**src/rtl/slot_loader.sv**
```systemverilog
// slot_loader: debounced pushbutton loader for four 2-bit slots.
// KEY[1] (active low) is synchronized and debounced by a five-state FSM;
// each validated press performs one write, either to the slot addressed
// by SW[9:8] (direct mode) or to the slot at the append pointer.
// SW[6] is a synchronized clear of all slots, pointer and full flag.
// Optional feature macro: SLOT_READBACK_EN (registered readback on rd_data).
module slot_loader #(
  parameter int DEBOUNCE_CYCLES = 16
) (
  input  logic       CLOCK_50,
  input  logic       reset,
  input  logic [9:0] SW,
  input  logic [3:0] KEY,
  output logic [9:0] LEDR,
  output logic       full,
  output logic [1:0] rd_data
);

  localparam int CNT_W = (DEBOUNCE_CYCLES > 1) ? $clog2(DEBOUNCE_CYCLES) : 1;
  localparam logic [CNT_W-1:0] CNT_LAST = CNT_W'(DEBOUNCE_CYCLES - 1);

  typedef enum logic [2:0] {
    ST_IDLE    = 3'd0,
    ST_ARM     = 3'd1,
    ST_WRITE   = 3'd2,
    ST_HELD    = 3'd3,
    ST_RELEASE = 3'd4
  } state_t;

  logic             key_s1_r;
  logic             key_s2_r;
  logic             clr_s1_r;
  logic             clr_s2_r;
  logic [1:0]       vld_r;
  logic             armed_r;
  state_t           state_r;
  state_t           state_nxt_s;
  logic [CNT_W-1:0] cnt_r;
  logic [CNT_W-1:0] cnt_nxt_s;
  logic             cnt_done_s;
  logic             cnt_clr_s;
  logic             cnt_inc_s;
  logic             write_en_s;
  logic [1:0]       slot_r [4];
  logic [1:0]       ptr_r;
  logic             full_r;
  logic             unused_s;

  // Inputs that carry no function in this block.
  assign unused_s = ^{SW[5:2], KEY[3:2], KEY[0]};

  // Two-flop synchronizers; vld_r tracks when they hold real samples again after reset.
  always_ff @(posedge CLOCK_50 or posedge reset) begin
    if (reset) begin
      key_s1_r <= 1'b1;
      key_s2_r <= 1'b1;
      clr_s1_r <= 1'b0;
      clr_s2_r <= 1'b0;
      vld_r    <= 2'b00;
    end else begin
      key_s1_r <= KEY[1];
      key_s2_r <= key_s1_r;
      clr_s1_r <= SW[6];
      clr_s2_r <= clr_s1_r;
      vld_r    <= {vld_r[0], 1'b1};
    end
  end

  // A key held through reset must be seen released before a press can be validated.
  always_ff @(posedge CLOCK_50 or posedge reset) begin
    if (reset) begin
      armed_r <= 1'b0;
    end else if (vld_r[1] && key_s2_r) begin
      armed_r <= 1'b1;
    end else begin
      armed_r <= armed_r;
    end
  end

  assign cnt_nxt_s  = cnt_r + CNT_W'(1'b1);
  assign cnt_done_s = (CNT_LAST == CNT_W'(1'b0)) || (cnt_nxt_s == CNT_LAST);

  // FSM state register.
  always_ff @(posedge CLOCK_50 or posedge reset) begin
    if (reset) begin
      state_r <= ST_IDLE;
    end else begin
      state_r <= state_nxt_s;
    end
  end

  // FSM next-state logic; clear never influences the sequence.
  always_comb begin
    state_nxt_s = state_r;
    case (state_r)
      ST_IDLE: begin
        if (!key_s2_r && armed_r) state_nxt_s = ST_ARM;
        else                      state_nxt_s = ST_IDLE;
      end
      ST_ARM: begin
        if (key_s2_r)        state_nxt_s = ST_IDLE;
        else if (cnt_done_s) state_nxt_s = ST_WRITE;
        else                 state_nxt_s = ST_ARM;
      end
      ST_WRITE: begin
        state_nxt_s = ST_HELD;
      end
      ST_HELD: begin
        if (key_s2_r) state_nxt_s = ST_RELEASE;
        else          state_nxt_s = ST_HELD;
      end
      ST_RELEASE: begin
        if (!key_s2_r)       state_nxt_s = ST_HELD;
        else if (cnt_done_s) state_nxt_s = ST_IDLE;
        else                 state_nxt_s = ST_RELEASE;
      end
      default: begin
        state_nxt_s = ST_IDLE;
      end
    endcase
  end

  // FSM outputs: counter control and the single-cycle write strobe.
  always_comb begin
    cnt_clr_s  = 1'b0;
    cnt_inc_s  = 1'b0;
    write_en_s = 1'b0;
    case (state_r)
      ST_IDLE: begin
        if (!key_s2_r && armed_r) cnt_clr_s = 1'b1;
        else                      cnt_clr_s = 1'b0;
      end
      ST_ARM: begin
        if (key_s2_r) cnt_inc_s = 1'b0;
        else          cnt_inc_s = 1'b1;
      end
      ST_WRITE: begin
        write_en_s = 1'b1;
      end
      ST_HELD: begin
        if (key_s2_r) cnt_clr_s = 1'b1;
        else          cnt_clr_s = 1'b0;
      end
      ST_RELEASE: begin
        if (key_s2_r) cnt_inc_s = 1'b1;
        else          cnt_inc_s = 1'b0;
      end
      default: begin
        cnt_clr_s  = 1'b0;
        cnt_inc_s  = 1'b0;
        write_en_s = 1'b0;
      end
    endcase
  end

  // Debounce counter shared by the press and release qualification phases.
  always_ff @(posedge CLOCK_50 or posedge reset) begin
    if (reset) begin
      cnt_r <= {CNT_W{1'b0}};
    end else if (cnt_clr_s) begin
      cnt_r <= {CNT_W{1'b0}};
    end else if (cnt_inc_s) begin
      cnt_r <= cnt_nxt_s;
    end else begin
      cnt_r <= cnt_r;
    end
  end

  // Slot storage, append pointer and full flag; clear beats a coincident write.
  always_ff @(posedge CLOCK_50 or posedge reset) begin
    if (reset) begin
      for (int i = 0; i < 4; i++) slot_r[i] <= 2'b00;
      ptr_r  <= 2'b00;
      full_r <= 1'b0;
    end else if (clr_s2_r) begin
      for (int i = 0; i < 4; i++) slot_r[i] <= 2'b00;
      ptr_r  <= 2'b00;
      full_r <= 1'b0;
    end else if (write_en_s) begin
      if (!SW[7]) begin
        slot_r[SW[9:8]] <= SW[1:0];
      end else if (!full_r) begin
        slot_r[ptr_r] <= SW[1:0];
        ptr_r         <= ptr_r + 2'd1;
        if (ptr_r == 2'd3) full_r <= 1'b1;
      end
    end
  end

  assign LEDR = {ptr_r, slot_r[3], slot_r[0], slot_r[1], slot_r[2]};
  assign full = full_r;

`ifdef SLOT_READBACK_EN
  // Registered readback of the slot selected by SW[9:8].
  always_ff @(posedge CLOCK_50 or posedge reset) begin
    if (reset) begin
      rd_data <= 2'b00;
    end else begin
      rd_data <= slot_r[SW[9:8]];
    end
  end
`else
  assign rd_data = 2'b00;
`endif

endmodule

```
**config.mk**
```make
export PLATFORM = sky130hd
export DESIGN_NAME = slot_loader
export DESIGN_NICKNAME = d
export VERILOG_FILES = /design/src/rtl/slot_loader.sv
export SDC_FILE = /design/constraint.sdc
export NUM_CORES = 1
export LEC_CHECK = 0
export ABC_AREA = 1
export CAP_MARGIN = 20
export CELL_PAD_IN_SITES_DETAIL_PLACEMENT = 0
export CELL_PAD_IN_SITES_GLOBAL_PLACEMENT = 1
export CORE_ASPECT_RATIO = 0.9
export CORE_MARGIN = 5
export CORE_UTILIZATION = 25
export CTS_CLUSTER_DIAMETER = 30
export CTS_CLUSTER_SIZE = 12
export DETAILED_ROUTE_END_ITERATION = 7
export PLACE_DENSITY = 0.63
export SLEW_MARGIN = 25
export SYNTH_ARGS = -nofsm -noshare
export SYNTH_HDL_FRONTEND = slang
export SYNTH_SLANG_ARGS = --single-unit
```
**constraint.sdc**
```tcl
create_clock -name CLOCK_50 -period 1.45 [get_ports CLOCK_50]
set_input_delay 0.2175 -clock CLOCK_50 [delete_from_list [all_inputs] [get_ports CLOCK_50]]
set_output_delay 0.2175 -clock CLOCK_50 [all_outputs]
set_load 0.02 [all_outputs]
```
==> results.json <==
{
  "ir_drop_mv": 0.3915,
  "core-area_mm2": 0.005192,
  "final_max_slew_viol_count": 0,
  "worstSetupEndpointType": "primary output",
  "drc": 0,
  "crit_fanout": 5,
  "clkTransAtPathRegs_ns": 0.09,
  "die_x_um": 86.63,
  "period_needed_ns": 1.273,
  "grt_max_degree": 26,
  "status": "completed",
  "ys_seq_elements": 25,
  "critical-path-top-delay-family": "flip-flops",
  "fin_hold_ws_ns": 0.2777,
  "finish.utilization": 0.3118,
  "avgViaCountPerCell": 4.155,
  "drt_iter0_drc": 17,
  "place_hpwl_um": 1895,
  "finalHoldViolCount": 0,
  "synth_edf_count": 0,
  "ant_nets": 0,
  "powerDensity_mw_per_mm2": 891.4,
  "final_cell_area_mm2": 0.001619,
  "top_level_ports": 29,
  "numCtsBuffers": 3,
  "fillers": 587,
  "fmax_mhz": 785.6,
  "clock_sinks": 25,
  "avgSynthCellArea_um2": 8.156,
  "multi_input_area_um2": 571.8,
  "cp_slowest_stage_delay_ns": 0.43,
  "finalClockSkew_ns": 0.001958,
  "slowest_stage": "dfrtp_1",
  "nets": 207,
  "grt_pass1_vias": 947,
  "layout_common_cells": "42 x nand2_1, 23 x dfrtp_1, 23 x inv_1, 20 x nand3_1, 13 x nand4_1",
  "synthFlopType": "dfrtp_1",
  "cp_cell_sequence": "dlygate4sd2_1",
  "synth.distinct_cells": 21,
  "rows": 25,
  "grt_overflow_total": 0,
  "cts_tree": "done",
  "diodes": 0,
  "hold_class": "in -> async",
  "yosys_warnings": 0,
  "synth_area_leaders": "dfrtp_1 44%, nand2_1 12%, nand3_1 7.6%",
  "rsz0062_at_grt": "no",
  "power.total_w": 0.001443,
  "yosysTopAreaCell": "dfrtp_1",
  "async_flop_share": 1.000,
  "grt_usage": 0.07873,
  "drtPass1Iterations": 4,
  "finalSetupViolCount": 0,
  "max_cap_viol_count": 0,
  "port_buffers": 19,
  "synthCells": 162,
  "start_kind": "flip-flop",
  "synth_largest_type_area_fraction": 0.4356,
  "p_leak_nw": 0.8859,
  "start_util": 0.2545,
  "detail_route.wirelength_um": 2462,
  "required_ns": 1.23,
  "crit_type": "reg -> out",
  "wl_per_cell_um": 9.809,
  "dpl_cell_area_mm2": 0.001583,
  "die_h_um": 78.97,
  "clk_latency_ns": 0.27,
  "cp.arrival_ns": 1.06,
  "fin_crit_sh": 0.8778,
  "cts_max_level": 1,
  "drive_gt1_frac": 0.1087,
  "die_area_mm2": 0.006841,
  "timing.critical_path.buf_inv": 1,
  "area_growth_pct": 22.54,
  "final_common_cell": "nand2_1",
  "antenna_found_initial": 0,
  "regArea_um2": 628.1,
  "grt_pass1_wl_um": 4291,
  "seq_area_frac_synth": 0.4754,
  "vias": 1043,
  "gp_congestion": 0.7226,
  "syn_area_mm2": 0.001321,
  "root_buffer": "clkbuf_8",
  "clockBufferDepth": 2
}
==> report_power, final <==
| group | internal (W) | leakage (nW) | switching (W) |
|---|---|---|---|
| logic | 0.0000857 | 0.537 | 0.000138 |
| clock network | 0.000202 | 0.0261 | 0.000236 |
| registers | 0.000738 | 0.323 | 0.0000436 |
| total | 0.00103 | 0.886 | 0.000418 |
==> path summary, 6_finish.rpt <==
path,to,slack (ns),start,cells past startpoint
worst max-delay path,LEDR[9],0.18,ptr_r[1]$_DFFE_PP0P_,1
worst min-delay path,vld_r[0]$_DFF_PP0_,0.28,reset,3
worst max register to register,LEDR[2]$_DFFE_PP0P_,0.18,state_r[0]$_DFF_PP0_,6
worst min register to register,clr_s2_r$_DFF_PP0_,0.35,clr_s1_r$_DFF_PP0_,0
max in group asynchronous,key_s2_r$_DFF_PP1_,0.89,reset,3
min in group CLOCK_50,key_s1_r$_DFF_PP1_,0.34,KEY[1],1
==> synthesized netlist by cell type (all sizes together), types with 2 or more instances <==
cell,instances
nand2,46
inv,25
dfrtp,23
nand3,22
nand4,13
nor2,11
ha,6
a21oi,4
buf,4
o21ai,3
conb,2
dfstp,2
==> routing by layer <==
layer	up-vias	track usage	wire length, µm
li1	560	-	-
met5	-	0	0
met4	0	0.02804	25
met3	2	0.02386	133
met2	18	0.1239	1093
met1	463	0.1017	1210
==> worst min-delay path, delay by kind of cell <==
family / cells / cell delay, ns
buf+inv: 3 / 0.74
==> stage by stage <==
step	setup TNS, ns	setup WS [ns]	cells
2_1_floorplan	0	0.2715	163
3_3_place_gp	-0.01732	-0.004858	247
4_1_cts	0	0.1550	251
5_1_grt	0	0.03137	251
3_5_place_dp	-0.01241	-0.01038	247
6_report	0	0.1771	251
==> cells by family after synthesis <==
logic type	Yosys count	synth area share
AO/OA/AOI/OAI	8	0.03788
buffers and inverters	29	0.09469
adder cells (fa/ha/maj)	6	0.05682
AND/OR/NAND/NOR	92	0.3295
flip-flops	25	0.4754
other	2	0.005684
==> state kept, by name (all words and copies together), names as in the netlist <==
signal,count
key_s2_r,1
LEDR,8
full,1
armed_r,1
state_r,3
ptr_r,2
cnt_r,4
clr_s1_r,1
key_s1_r,1
clr_s2_r,1
vld_r,2
==> layout make-up <==
cell class,count,share of cell area
inverter,25,0.05796
multi-input combinational,109,0.3532
sequential,25,0.3879
clock inverter,1,0.005410
clock buffer,3,0.02550
timing repair buffer,21,0.1182
tap,67,0.05178
==> repair_timing <==
item                                    4_1_cts  5_1_grt
endpoints found under the setup margin       11        0
hold buffers                                  0        0
buffers inserted                              0        0
gates resized for setup                      11        0
Note: power is estimated with default switching activity, not from simulation.
